--- config.mk ---
export PLATFORM = sky130hd
export DESIGN_NAME = noc_router
export DESIGN_NICKNAME = d
export VERILOG_FILES = /design/src/rtl/router_pkg.sv /design/src/rtl/router_fifo.sv /design/src/rtl/noc_router.sv
export SDC_FILE = /design/constraint.sdc
export NUM_CORES = 1
export LEC_CHECK = 0
export BUFFER_PORTS_ARGS = -buffer_cell sky130_fd_sc_hd__buf_2
export CORE_UTILIZATION = 40
export DETAILED_ROUTE_END_ITERATION = 10
export PLACE_DENSITY_LB_ADDON = 0.08
export REMOVE_ABC_BUFFERS = 1
export SLEW_MARGIN = 20
export SYNTH_ARGS = -nofsm -noshare
export SYNTH_HDL_FRONTEND = slang
export SYNTH_SLANG_ARGS = --single-unit
--- constraint.sdc ---
create_clock -name clk -period 5.14 [get_ports clk]
set_clock_uncertainty 0.1 [all_clocks]
set_input_delay 0.257 -clock clk [delete_from_list [all_inputs] [get_ports clk]]
set_output_delay 0.257 -clock clk [all_outputs]
set_load 0.03 [all_outputs]
--- src/rtl/router_pkg.sv ---
// Shared types and widths for the noc_router stage and its companion traffic_gen.
package router_pkg;

    localparam int FLIT_SIZE   = 32;
    localparam int PORT_ADDR_W = 2;

    typedef struct packed {
        logic [FLIT_SIZE-1:0]   flit;
        logic                   valid;
        logic [PORT_ADDR_W-1:0] src_port;
    } router_pipeline_bus_t;

endpackage

--- src/rtl/router_fifo.sv ---
// Synchronous FIFO with occupancy count; a pop in the same cycle frees a slot for a push when full.
module router_fifo #(
    parameter int WIDTH = 32,
    parameter int DEPTH = 8
) (
    input  logic                     clk,
    input  logic                     reset_n,
    input  logic                     push,
    input  logic                     pop,
    input  logic [WIDTH-1:0]         wdata,
    output logic [WIDTH-1:0]         rdata,
    output logic [$clog2(DEPTH):0]   count,
    output logic                     full,
    output logic                     empty
);

    localparam int AW = $clog2(DEPTH);
    localparam logic [AW:0] FULL_COUNT = (AW+1)'(DEPTH);

    logic [WIDTH-1:0] mem [DEPTH];
    logic [AW-1:0]    wr_ptr;
    logic [AW-1:0]    rd_ptr;
    logic             do_push;
    logic             do_pop;

    assign full    = (count == FULL_COUNT);
    assign empty   = (count == '0);
    assign do_pop  = pop && !empty;
    assign do_push = push && (!full || do_pop);
    assign rdata   = mem[rd_ptr];

    // Pointers wrap naturally because DEPTH is a power of two.
    always_ff @(posedge clk) begin
        if (reset_n) begin
            wr_ptr <= '0;
            rd_ptr <= '0;
            count  <= '0;
        end else begin
            if (do_push) wr_ptr <= wr_ptr + 1'b1;
            if (do_pop)  rd_ptr <= rd_ptr + 1'b1;
            count <= count + (AW+1)'(do_push) - (AW+1)'(do_pop);
        end
    end

    always_ff @(posedge clk) begin
        if (do_push) mem[wr_ptr] <= wdata;
    end

endmodule

--- src/rtl/noc_router.sv ---
// Input-buffered router stage: FIFO between an on/off upstream link and a registered downstream output.
module noc_router
    import router_pkg::*;
#(
    parameter int BUF_DEPTH  = 8,
    parameter int OFF_THRESH = 2
) (
    input  logic                   clk,
    input  logic                   reset_n,
    input  logic [FLIT_SIZE-1:0]   i_flit,
    input  logic [PORT_ADDR_W-1:0] i_port_addr,
    input  logic                   i_upstream_req,
    input  logic                   i_downstream_ack,
    output logic                   o_on_off,
    output logic                   o_downstream_req,
    output router_pipeline_bus_t   o_s2d
);

    localparam int CW = $clog2(BUF_DEPTH) + 1;

    logic [CW-1:0]        count;
    logic [CW-1:0]        count_next;
    logic                 full;
    logic                 empty;
    logic                 push_ok;
    logic                 pop_ok;
    logic [FLIT_SIZE-1:0] head;

    assign pop_ok  = !empty && i_downstream_ack;
    assign push_ok = i_upstream_req && (!full || pop_ok);

    router_fifo #(
        .WIDTH (FLIT_SIZE),
        .DEPTH (BUF_DEPTH)
    ) u_fifo (
        .clk     (clk),
        .reset_n (reset_n),
        .push    (push_ok),
        .pop     (pop_ok),
        .wdata   (i_flit),
        .rdata   (head),
        .count   (count),
        .full    (full),
        .empty   (empty)
    );

    // o_on_off looks at next-cycle occupancy so the sender's one-cycle reaction is covered by OFF_THRESH.
    always_comb begin
        count_next = count + CW'(push_ok) - CW'(pop_ok);
    end

    always_ff @(posedge clk) begin
        if (reset_n) begin
            o_on_off         <= 1'b0;
            o_downstream_req <= 1'b0;
            o_s2d            <= '0;
        end else begin
            o_on_off <= (CW'(BUF_DEPTH) - count_next) > CW'(OFF_THRESH);
            if (pop_ok) begin
                o_downstream_req <= 1'b1;
                o_s2d.flit       <= head;
                o_s2d.valid      <= 1'b1;
                o_s2d.src_port   <= i_port_addr;
            end else begin
                o_downstream_req <= 1'b0;
                o_s2d.valid      <= 1'b0;
            end
        end
    end

endmodule

; After elaboration in Yosys (flattened, before gate mapping)
; Memories as Yosys holds them, arrays and structs flattened. A register that Yosys moved wholly into a read port is not among the register bits.
; Index checks and enable logic that the tools add are counted.
[word_totals]
ramBits = 256
inputBits = 38
output_inout_bits = 37
n_memories = 1
register_bits = 14
word_cells = 28
[memory_table]
columns = name, words, word_bits, read_ports, rd_ports_with_merged_regs, wr, line_no
row1 = u_fifo.mem, 8, 32, 1, 1, 1, router_fifo.sv:20  ; logic [WIDTH-1:0] mem [DEPTH];
[classes]
mux = 3
n_eq_ne = 1
n_lt_le_gt_ge = 1
reduce_logical = 9
addsub = 7
[ops]
columns = operator, n
row1 = 4-bit by 1-bit adder with 4-bit output, 2
row2 = 4-bit by 1-bit subtractor with 4-bit output, 2
row3 = 3-bit by 1-bit adder with 3-bit output (second input constant), 2
row4 = 4-bit == test (second input constant), 1
row5 = 4-bit by 2-bit > comparator with 1-bit output (second input constant), 1
row6 = 1-bit logical AND, 4
row7 = 4-bit logical NOT, 1
row8 = 4-bit subtractor (first input constant), 1
row9 = 1-bit two-way mux, 3
row10 = 1-bit logical NOT, 2
row11 = 1-bit logical OR, 2

; Longest topological paths before layout
; Gate-level depths: netlist (run 1).
[depth]
depth_word = 9
mapped_depth = 13
ltp_nobuf = 12

; By module
; A second synthesis (run 1) with hierarchy kept.
[unflattened]
hier_cells = 625
area_unflattened_um2 = 11797.6
[by_module_without_submodules]
columns = mod, area_per_inst_um2, n_inst, seq_area_each_um2, cells_per_inst
row1 = router_fifo, 10397.5, 1, 7947.6, 460
row2 = noc_router, 1400.1, 1, 720.7, 165

; Worst setup path after synthesis (run 1)
; Ideal clock, no wire load.
[synth_path]
kind = register -> register
start = register u_fifo.count[2]
end = memory u_fifo.mem[0][0], enable pin
arrival_time_ps = 3971
required_time_ps = 4539
path_stages_with_launch = 6
setup_time_ps = 501
path_buffers = 0
period_less_slack_ps = 4572
setup_slack_ps = 568
cell_sequence = dfxtp_1 inv_1 ha_1 and2b_1 o41ai_4 nor4_1
[synth_between]
elab_chain_cells = 8
word_cells_on_any_way = 12
classes_between = 1 x eq/ne / 2 x mux / 9 x reduce/logical
[synth_lines]
columns = element, line_no
row1 = from (decl), router_fifo.sv:12  ; output logic [$clog2(DEPTH):0] count,
row2 = from (signal assigned), router_fifo.sv:41  ; count <= count + (AW+1)'(do_push) - (AW+1)'(do_pop);
row3 = 4-bit logical NOT, router_fifo.sv:27  ; assign empty = (count == '0);
row4 = 1-bit logical NOT, "router_fifo.sv:28, noc_router.sv:29"
row5 = 1-bit logical AND, noc_router.sv:29  ; assign pop_ok = !empty && i_downstream_ack;
row6 = 1-bit logical OR / 1-bit logical AND (equally long branches), "noc_router.sv:30, router_fifo.sv:28"
row7 = 1-bit logical AND / 1-bit logical OR (equally long branches), "noc_router.sv:30, router_fifo.sv:29"
row8 = 1-bit logical AND (*), router_fifo.sv:29  ; assign do_push = push && (!full || do_pop);
row9 = 1-bit two-way mux (*), router_fifo.sv:46  ; if (do_push) mem[wr_ptr] <= wdata;
row10 = 1-bit two-way mux (not written as such) (*), router_fifo.sv:46
row11 = to (decl), router_fifo.sv:20
; Every way passes the cells marked *; elsewhere a longest branch is shown, timed or not.

; Worst setup path after layout (run 1)
[layout_path]
start = register u_fifo.count[2]
end = register u_fifo.count[2]
[layout_between]
elab_chain_cells = 8
word_cells_on_any_way = 12
classes_between = 2 x add/sub / 1 x eq/ne / 9 x reduce/logical
[layout_lines]
columns = element, line_no
row1 = 4-bit logical NOT, router_fifo.sv:27
row2 = 1-bit logical NOT, "router_fifo.sv:28, noc_router.sv:29"
row3 = 1-bit logical AND, noc_router.sv:29
row4 = 1-bit logical OR / 1-bit logical AND (equally long branches), "noc_router.sv:30, router_fifo.sv:28"
row5 = 1-bit logical AND / 1-bit logical OR (equally long branches), "noc_router.sv:30, router_fifo.sv:29"
row6 = 1-bit logical AND, router_fifo.sv:29
row7 = 4-bit by 1-bit adder with 4-bit output, router_fifo.sv:41
row8 = 4-bit by 1-bit subtractor with 4-bit output (*), router_fifo.sv:41
; Marked as above.
; A chain may end at the register's enable or synchronous reset.

==> impl_metrics.json, run 1 <==
{
  "power_density_mw_per_mm2": 497,
  "status": "finished, final reports clean",
  "wl_um": 25600,
  "start_kind": "flop",
  "max_stage_delay_ns": 0.70,
  "initial_core_util": 0.409,
  "synth_seq_area_share": 0.728,
  "synth_cell_type_count": 34,
  "cts_buffers": 34,
  "hold_depth": 4,
  "fin_ws_ns": 2.13,
  "fmax_mhz": 333,
  "required_ns": 5.41,
  "die_area_mm2": 0.0303,
  "use_met1": 0.232,
  "critPathMaxFanout": 37,
  "grt.busiest_layer": "met2",
  "relSlewSlack": 0.349,
  "final_cell_mix": "256 x edfxtp_1, 128 x mux2i_1, 74 x buf_2",
  "drc": 0,
  "period_minus_slack_ns": 3.01,
  "io_buffer_count": 74,
  "area_delta_synth_final_pct": 18.1,
  "worstMarginPinSlew_ns": 0.975,
  "dp_hpwl_um": 14200,
  "diodes": 0,
  "finalHoldViolCount": 0,
  "crit_slowest_cell": "inv_2",
  "clk_path_buf_depth": 3,
  "ioPinCount": 75,
  "reg2reg_depth": 12,
  "crit_arrival_ns": 3.28,
  "synth_area_mm2": 0.0118,
  "hold_path_class": "in -> reg",
  "grt_pass1_wl_um": 39400,
  "grt_antenna_before_repair": 0,
  "path_cells": "inv_1, ha_1, inv_1, o31ai_4, inv_2, ha_1, inv_1, ha_1, inv_1, fa_1, xor2_1, nor2_1",
  "synthCells": 713,
  "ys_warn_count": 0,
  "async_reset_ff_frac": 0,
  "grt_pass1_vias": 6779,
  "grt_use_total": 0.172,
  "clk_latency_ns": 0.50,
  "met2_usage": 0.289,
  "cap_violations": 0,
  "path_class": "reg -> reg",
  "htreeDepth": 2,
  "ir_drop_mv": 0.241,
  "row_count": 62,
  "grtUsageMet3": 0.0322,
  "fillers": 2430,
  "place_ws_ns": 2.12,
  "root_buffer": "clkbuf_16",
  "coreArea_mm2": 0.0289,
  "final_util": 0.483,
  "rsz0062_at_grt": "no",
  "cts_tree": "done",
  "grt_overflow": 0,
  "cts_setup_buffers": 0,
  "drive_above_1_share": 0.220,
  "vias": 6381,
  "ant_nets": 0,
  "synthFlopType": "edfxtp_1",
  "slew_viol_final": 0,
  "finalSetupViolations": 0,
  "final_common_cell": "edfxtp_1",
  "gp_congestion": 0.726,
  "post_drt_via_cell_ratio": 5.13,
  "cts.reportedPaths.clkPinSlew_ns": 0.06,
  "crit_path_end_kind": "flop",
  "clock_sinks": 302,
  "wl_per_cell_um": 20.6,
  "drtPass1Iterations": 4,
  "die_h_um": 174,
  "crit_top_cell": "inv_1",
  "timing.final.crit_share": 0.585,
  "syn_avg_cell_area_um2": 16.6,
  "dieWidth_um": 174,
  "final.hold.worst_slack_ns": 0.108,
  "final_nets": 885,
  "power_leakage_nw": 4.79,
  "ys_ff_latch": 302,
  "drt_iter0_drc": 346,
  "grt_max_degree": 48,
  "synth_edf_count": 256
}
## worst max-delay path, delay by kind of cell, from the launching register on
| family | cells | cell delay [ns] |
|---|---|---|
| buffers and inverters | 5 | 1.02 |
| AND/OR/NAND/NOR | 1 | 0.05 |
| XOR/XNOR | 1 | 0.16 |
| flip-flops | 1 | 0.32 |
| adder cells (fa/ha/maj) | 4 | 1.16 |
| AO/OA/AOI/OAI | 1 | 0.07 |
## layout make-up
cell class                 instances  area, um^2  share of cell area
sequential                       302        8610               0.617
inverter                          14        55.1             0.00394
timing repair buffer             129         868              0.0622
clock buffer                      45         933              0.0668
clock inverter                    16         103             0.00735
multi-input combinational        354        2920               0.209
tap                              384         480              0.0344
## Yosys cell counts, types with 2 or more instances
library cell,number,share of area
a21oi_1,37,0.016
a22oi_1,64,0.041
buf_2,14,0.0059
buf_4,3,0.0019
buf_6,7,0.0067
buf_8,6,0.0076
clkbuf_1,12,0.0038
dfxtp_1,46,0.078
edfxtp_1,256,0.65
fa_1,2,0.0034
ha_1,10,0.011
inv_1,12,0.0038
mux2i_1,128,0.11
nand2_1,10,0.0032
nand2b_1,4,0.0021
nor2_1,44,0.014
nor2b_1,3,0.0016
nor3_1,4,0.0017
nor3_2,32,0.027
xnor2_1,3,0.0022
xor2_1,3,0.0022
## state kept, by name (all words and copies together) (netlist names)
name,flops
u_fifo.wr_ptr,3
o_on_off,1
u_fifo.count,4
o_s2d,35
u_fifo.rd_ptr,3
u_fifo.mem,256
## kinds of logic after synthesis
logic type,share of synthesized area
flip-flops,0.728
buffers and inverters,0.0312
XOR/XNOR,0.00444
adder cells (fa/ha/maj),0.0140
multiplexers,0.108
AND/OR/NAND/NOR,0.0513
AO/OA/AOI/OAI,0.0630
## per-layer routing
metal	vias to the layer above	wire length (um)
li1	2984	-
met1	3242	11900
met2	120	12400
met3	35	957
met4	0	416
met5	-	0
## path summary, 6_finish.rpt
| check | slack (ns) | end | start |
|---|---|---|---|
| max reg2reg | 2.13 | u_fifo.count[2] | u_fifo.count[2] |
| min reg2reg | 0.36 | o_s2d[1] | o_s2d[1] |
| min | 0.11 | u_fifo.wr_ptr[1] | i_upstream_req |
| max | 2.13 | u_fifo.count[2] | u_fifo.count[2] |
## through the flow
step / cell area (um^2) / instances / total power, mW / TNS (ns)
2_1_floorplan: 11500 / 670 / 4.42 / -8.01
3_3_place_gp: 12600 / 1149 / 4.72 / 0
3_5_place_dp: 12600 / 1149 / 4.77 / 0
4_1_cts: 14000 / 1244 / 7.03 / 0
5_1_grt: 14000 / 1244 / 7.27 / 0
6_report: 14000 / 1244 / 6.94 / 0
## report_power, final
part	switching, mW	leakage [nW]	internal, mW	total, mW
clock network	0.907	0.510	1.33	2.23
logic	1.00	1.57	0.625	1.62
registers	0.183	2.70	2.90	3.08
## repair_timing
action / in CTS / in global routing
hold endpoints to repair: 258 / 0
resized for setup: 0 / 0
hold buffers: 34 / 0
endpoints found under the setup margin: 0 / 0
(Power assumes the default switching activity.)
==> inputs of run 2 (changes only) <==
Settings changed: ABC_AREA from default to 1.
Clock period 5.14 ns to 2.4 ns, I/O delays scaled along.
==> impl_metrics.json, run 2 <==
{
  "drt_iter0_drc": 411,
  "async_reset_ff_frac": 0,
  "synth_area_mm2": 0.0127,
  "grt_max_degree": 130,
  "ys_warn_count": 0,
  "cp-startpoint": "u_fifo.count[2]",
  "fillers": 2851,
  "hold_path_class": "in -> reg",
  "ioPinCount": 75,
  "final_nets": 1423,
  "cts.reportedPaths.clkPinSlew_ns": 0.06,
  "syn_avg_cell_area_um2": 10.1,
  "r2r-start": "u_fifo.count[2]",
  "combinationalPowerShare": 0.252,
  "power_leakage_nw": 6.75,
  "ir_drop_mv": 0.484,
  "initial_core_util": 0.411,
  "finalSetupViolations": 0,
  "fmax_mhz": 434,
  "grt_overflow": 0,
  "grt_use_total": 0.185,
  "power.internal_mw": 10.5,
  "synthFlopType": "edfxtp_1",
  "p_sw_mw": 4.80,
  "synth.most_common_cell": "nand2_1",
  "die_h_um": 181,
  "cap_violations": 0,
  "multi_input_area_mm2": 0.00289,
  "wl_per_cell_um": 16.2,
  "timing.final.crit_share": 0.960,
  "reg.largest.list": "u_fifo.mem: 256 flops, o_s2d: 35 flops, u_fifo.count: 4 flops",
  "ys_ff_latch": 302,
  "gp_congestion": 0.706,
  "path_class": "reg -> reg",
  "yosys.area.top_type_share": 0.603,
  "clk_path_buf_depth": 3,
  "io_buffer_count": 74,
  "area_delta_synth_final_pct": 19.9,
  "crit_arrival_ns": 2.59,
  "hp-start": "i_port_addr[0]",
  "grt_antenna_before_repair": 0,
  "synth_area_leader_cell": "edfxtp_1",
  "critPathMaxFanout": 4,
  "slew_viol_final": 0,
  "synthTopCellsByCount": "299 x nand2_1, 277 x inv_1, 256 x edfxtp_1, 196 x nand3_1, 46 x dfxtp_1",
  "top_register": "u_fifo.mem",
  "relSlewSlack": 0.389,
  "period_minus_slack_ns": 2.30,
  "drtPass1Iterations": 4,
  "final_cell_mix": "298 x nand2_1, 272 x inv_1, 256 x edfxtp_1",
  "root_buffer": "clkbuf_16",
  "largest_reg_flops": 256,
  "power_frac_clock": 0.331,
  "synth_seq_area_share": 0.675,
  "fin_ws_ns": 0.0957,
  "clock_sinks": 302,
  "pwr-share-seq": 0.417,
  "regArea_mm2": 0.00862,
  "crit_path_end_kind": "flop",
  "synth_area_leaders": "edfxtp_1 60%, nand2_1 8.8%, inv_1 8.2%",
  "post_drt_via_cell_ratio": 4.66,
  "die_area_mm2": 0.0326,
  "final_common_cell": "nand2_1",
  "placed_area_mm2": 0.0138,
  "synth_edf_count": 256,
  "instances_no_fill": 1795,
  "wl_um": 29100,
  "drive_above_1_share": 0.129,
  "grt_pass1_wl_um": 46800,
  "row_count": 64,
  "status": "finished, final reports clean",
  "start_kind": "flop",
  "synthCells": 1256,
  "power_mw": 15.3,
  "htreeDepth": 2,
  "coreArea_mm2": 0.0310,
  "p_sw_frac": 0.313,
  "dieWidth_um": 181,
  "drc": 0,
  "required_ns": 2.69,
  "power_density_mw_per_mm2": 1000,
  "vias": 8371,
  "cts_tree": "done",
  "grt_pass1_vias": 8405,
  "worstMarginPinSlew_ns": 0.917,
  "place_ws_ns": 0.0330,
  "cts_buffers": 34,
  "final_util": 0.493,
  "diodes": 0,
  "finalHoldViolCount": 0,
  "dp.cells": 1695,
  "stdcell_area_mm2": 0.0153,
  "synth_cell_type_count": 22,
  "ant_nets": 0,
  "clk_latency_ns": 0.50,
  "dp_hpwl_um": 14900
}
[run 2: changes by cell type after synthesis, moves of 4 or more]
cell      before  now
a22oi_1       64    0
buf_2         14   43
buf_6          7    0
buf_8          6    0
inv_1         12  277
mux2i_1      128    0
nand2_1       10  299
nand2b_1       4    0
nand3_1        0  196
nor2_1        44   19
nor3_2        32    0
o21ai_0        0   39
[run 2: area by class of cell]
class / instances / area share
tap: 396 / 0.0324
multi-input combinational: 613 / 0.189
clock buffer: 52 / 0.0675
inverter: 279 / 0.0687
sequential: 302 / 0.564
clock inverter: 10 / 0.00450
timing repair buffer: 143 / 0.0740
[run 2: metrics by stage]
step | hold slack [ns] | TNS [ns]
floorplan | 0.0867 | -327.65
global placement | 0.281 | 0
detailed placement | 0.284 | 0
CTS | 0.293 | 0
global route | 0.334 | -0.0147
finish | 0.303 | 0
[run 2: cells by family (layout without fill, tap and decap cells)]
logic type,count (synthesis),count (layout),share of synthesized area
fa+ha+maj,12,12,0.0130
simple gates,523,523,0.175
compound gates,76,76,0.0301
xor+xnor,2,2,0.00137
flops,302,302,0.675
buf+inv,341,484,0.105
[run 2: repair_timing]
item,in CTS,in global routing
setup endpoints to repair,1,2
endpoints found under the hold margin,267,0
pin swaps,0,4
buffers inserted,0,1
gates resized for setup,1,14
hold buffers,37,0
[run 2: power groups by stage]
| stage | clock network (mW) | registers, mW | logic, mW |
|---|---|---|---|
| finish | 5.06 | 6.38 | 3.87 |
| CTS | 5.21 | 6.38 | 3.88 |
| global placement | 0 | 6.48 | 3.78 |
| floorplan | 0 | 7.08 | 1.86 |
| global route | 5.40 | 6.44 | 4.38 |
| detailed placement | 0 | 6.48 | 3.81 |
[run 2: worst paths after layout]
kind / slack, ns / cells past startpoint / end
hold reg to reg: 0.38 / 2 / o_s2d[0]
hold / removal: 0.30 / 4 / o_s2d[0]
setup / recovery: 0.1 / 14 / o_on_off
setup reg to reg: 0.1 / 14 / o_on_off
[run 2: worst max-delay path, stage by stage, from the launching register on]
cell	delay, ns
dfxtp_2	0.31
inv_2	0.07
ha_2	0.16
nor3b_4	0.18
nand2_2	0.08
nand2_2	0.08
inv_2	0.05
fa_2	0.36
inv_2	0.07
ha_4	0.12
inv_2	0.04
ha_4	0.24
o21ai_1	0.05
a221oi_1	0.21
nor2_1	0.07
[run 2: metal layers]
layer / vias to the layer above / share of wire / GRT usage / wire length, um
met5: - / 0 / 0 / 0
met4: 0 / 0.016 / 0.0458 / 472
met3: 31 / 0.032 / 0.0259 / 920
met2: 112 / 0.50 / 0.330 / 14500
met1: 3976 / 0.45 / 0.238 / 13200
li1: 4252 / - / - / -
==> inputs of run 3 (changes only) <==
Settings changed: MAX_ROUTING_LAYER from default to met4.
==> impl_metrics.json, run 3 (synthesized netlist as in run 2, its figures left out) <==
{
  "status": "finished, final reports clean",
  "drtPass1Iterations": 4,
  "crit_arrival_ns": 2.59,
  "hp-start": "i_port_addr[0]",
  "regArea_mm2": 0.00862,
  "final_util": 0.493,
  "crit_top_cell": "inv_2",
  "io_buffer_count": 74,
  "power_leakage_nw": 6.75,
  "grt_antenna_before_repair": 0,
  "finalSetupViolations": 0,
  "final_common_cell": "nand2_1",
  "cts_buffers": 34,
  "wl_um": 29100,
  "required_ns": 2.69,
  "final_cell_mix": "298 x nand2_1, 272 x inv_1, 256 x edfxtp_1",
  "power_density_mw_per_mm2": 1000,
  "ioPinCount": 75,
  "coreArea_mm2": 0.0310,
  "fmax_mhz": 435,
  "crit_slowest_cell": "fa_2",
  "dieWidth_um": 181,
  "relSlewSlack": 0.393,
  "htreeDepth": 2,
  "start_kind": "flop",
  "ir_drop_mv": 0.483,
  "cts.reportedPaths.clkPinSlew_ns": 0.06,
  "slew_viol_final": 0,
  "stdcell_area_mm2": 0.0153,
  "hold_depth": 4,
  "reg.largest.list": "u_fifo.mem: 256 flops, o_s2d: 35 flops, u_fifo.count: 4 flops",
  "grt_pass1_wl_um": 46800,
  "r2r-end": "o_on_off",
  "min_to": "o_s2d[0]",
  "path_class": "reg -> reg",
  "gp_congestion": 0.715,
  "grt_pass1_vias": 8395,
  "path_cells": "inv_2, ha_2, nor3b_4, nand2_2, nand2_2, inv_2, fa_2, inv_2, ha_4, inv_2, ha_4, o21ai_1, a221oi_1, nor2_1",
  "final_nets": 1423,
  "die_h_um": 181,
  "clock_sinks": 302,
  "worstMarginPinSlew_ns": 0.911,
  "crit_path_end_kind": "flop",
  "r2r_slack_ns": 0.10,
  "fillers": 2851,
  "drt_iter0_drc": 419,
  "cap_violations": 0,
  "diodes": 0,
  "row_count": 64,
  "cts_tree": "done",
  "reg2reg_depth": 14,
  "largest_reg_flops": 256,
  "clk_latency_ns": 0.50,
  "vias": 8370,
  "multi_input_area_mm2": 0.00289,
  "max_stage_delay_ns": 0.36,
  "hold_path_class": "in -> reg",
  "grt_max_degree": 130,
  "critPathMaxFanout": 4,
  "grt_overflow": 0,
  "area_delta_synth_final_pct": 19.9,
  "root_buffer": "clkbuf_16",
  "period_minus_slack_ns": 2.30,
  "grt_use_total": 0.191,
  "drc": 0,
  "placed_area_mm2": 0.0138,
  "dp_hpwl_um": 14900,
  "top_register": "u_fifo.mem",
  "finalHoldViolCount": 0,
  "ant_nets": 0,
  "drive_above_1_share": 0.129,
  "clk_path_buf_depth": 3,
  "die_area_mm2": 0.0326,
  "r2r-start": "u_fifo.count[2]",
  "timing.final.crit_share": 0.958,
  "wl_per_cell_um": 16.2,
  "initial_core_util": 0.411,
  "post_drt_via_cell_ratio": 4.66
}
==> run 3: metal layers <==
layer | routed length (um) | part of all wire | vias up | track usage
li1 | - | - | 4253 | -
met1 | 13100 | 0.45 | 3967 | 0.238
met2 | 14500 | 0.50 | 118 | 0.329
met3 | 943 | 0.032 | 32 | 0.0261
met4 | 474 | 0.016 | 0 | 0.0458
met5 | 0 | 0 | - | -
==> run 3: through the flow <==
stage / instances / hold slack [ns] / TNS (ns) / worst slack (ns) / total power [mW]
finish: 1795 / 0.303 / 0 / 0.100 / 15.3
global placement: 1695 / 0.281 / 0 / 0.0330 / 10.3
CTS: 1794 / 0.293 / 0 / 0.0557 / 15.5
floorplan: 1194 / 0.0867 / -327.65 / -2.24 / 8.94
detailed placement: 1695 / 0.284 / 0 / 0.0330 / 10.3
global route: 1795 / 0.334 / -0.0147 / -0.0147 / 16.2
==> run 3: worst max-delay path by stage <==
| stage | startpoint | end | slack, ns |
|---|---|---|---|
| floorplan | u_fifo.rd_ptr[0] | o_s2d[11] | -2.24 |
| global placement | u_fifo.count[2] | o_on_off | 0.03 |
| detailed placement | u_fifo.count[2] | o_on_off | 0.03 |
| CTS | u_fifo.count[2] | o_on_off | 0.06 |
| global route | u_fifo.count[2] | o_on_off | -0.01 |
| finish | u_fifo.count[2] | o_on_off | 0.10 |
==> run 3: power by group <==
| part | switching [mW] | internal, mW | total, mW |
|---|---|---|---|
| combinational | 2.62 | 1.24 | 3.86 |
| clock | 1.99 | 3.07 | 5.06 |
| sequential | 0.184 | 6.20 | 6.38 |
| total | 4.80 | 10.5 | 15.3 |
==> run 3: worst max-delay path: cells and delay by family, from the launching register on <==
kind	cells	cell delay (ns)
adders and majority gates	4	0.88
and+or+nand+nor	4	0.41
DFF	1	0.31
AOI/OAI and AO/OA	2	0.26
buffers and inverters	4	0.23
==> run 3: final cells by class <==
class / count / area share
Timing Repair Buffer: 143 / 0.0740
Sequential cell: 302 / 0.564
Multi-Input combinational cell: 613 / 0.189
Tap cell: 396 / 0.0324
Clock buffer: 52 / 0.0675
Clock inverter: 10 / 0.00450
Inverter: 279 / 0.0687
==> run 3: what timing repair did <==
item	4_1_cts	5_1_grt
pin swaps	0	4
endpoints found under the hold margin	267	0
cloned	0	0
buffers inserted	0	1
hold buffers	37	0
gates resized for setup	1	14
endpoints found under the setup margin	1	2
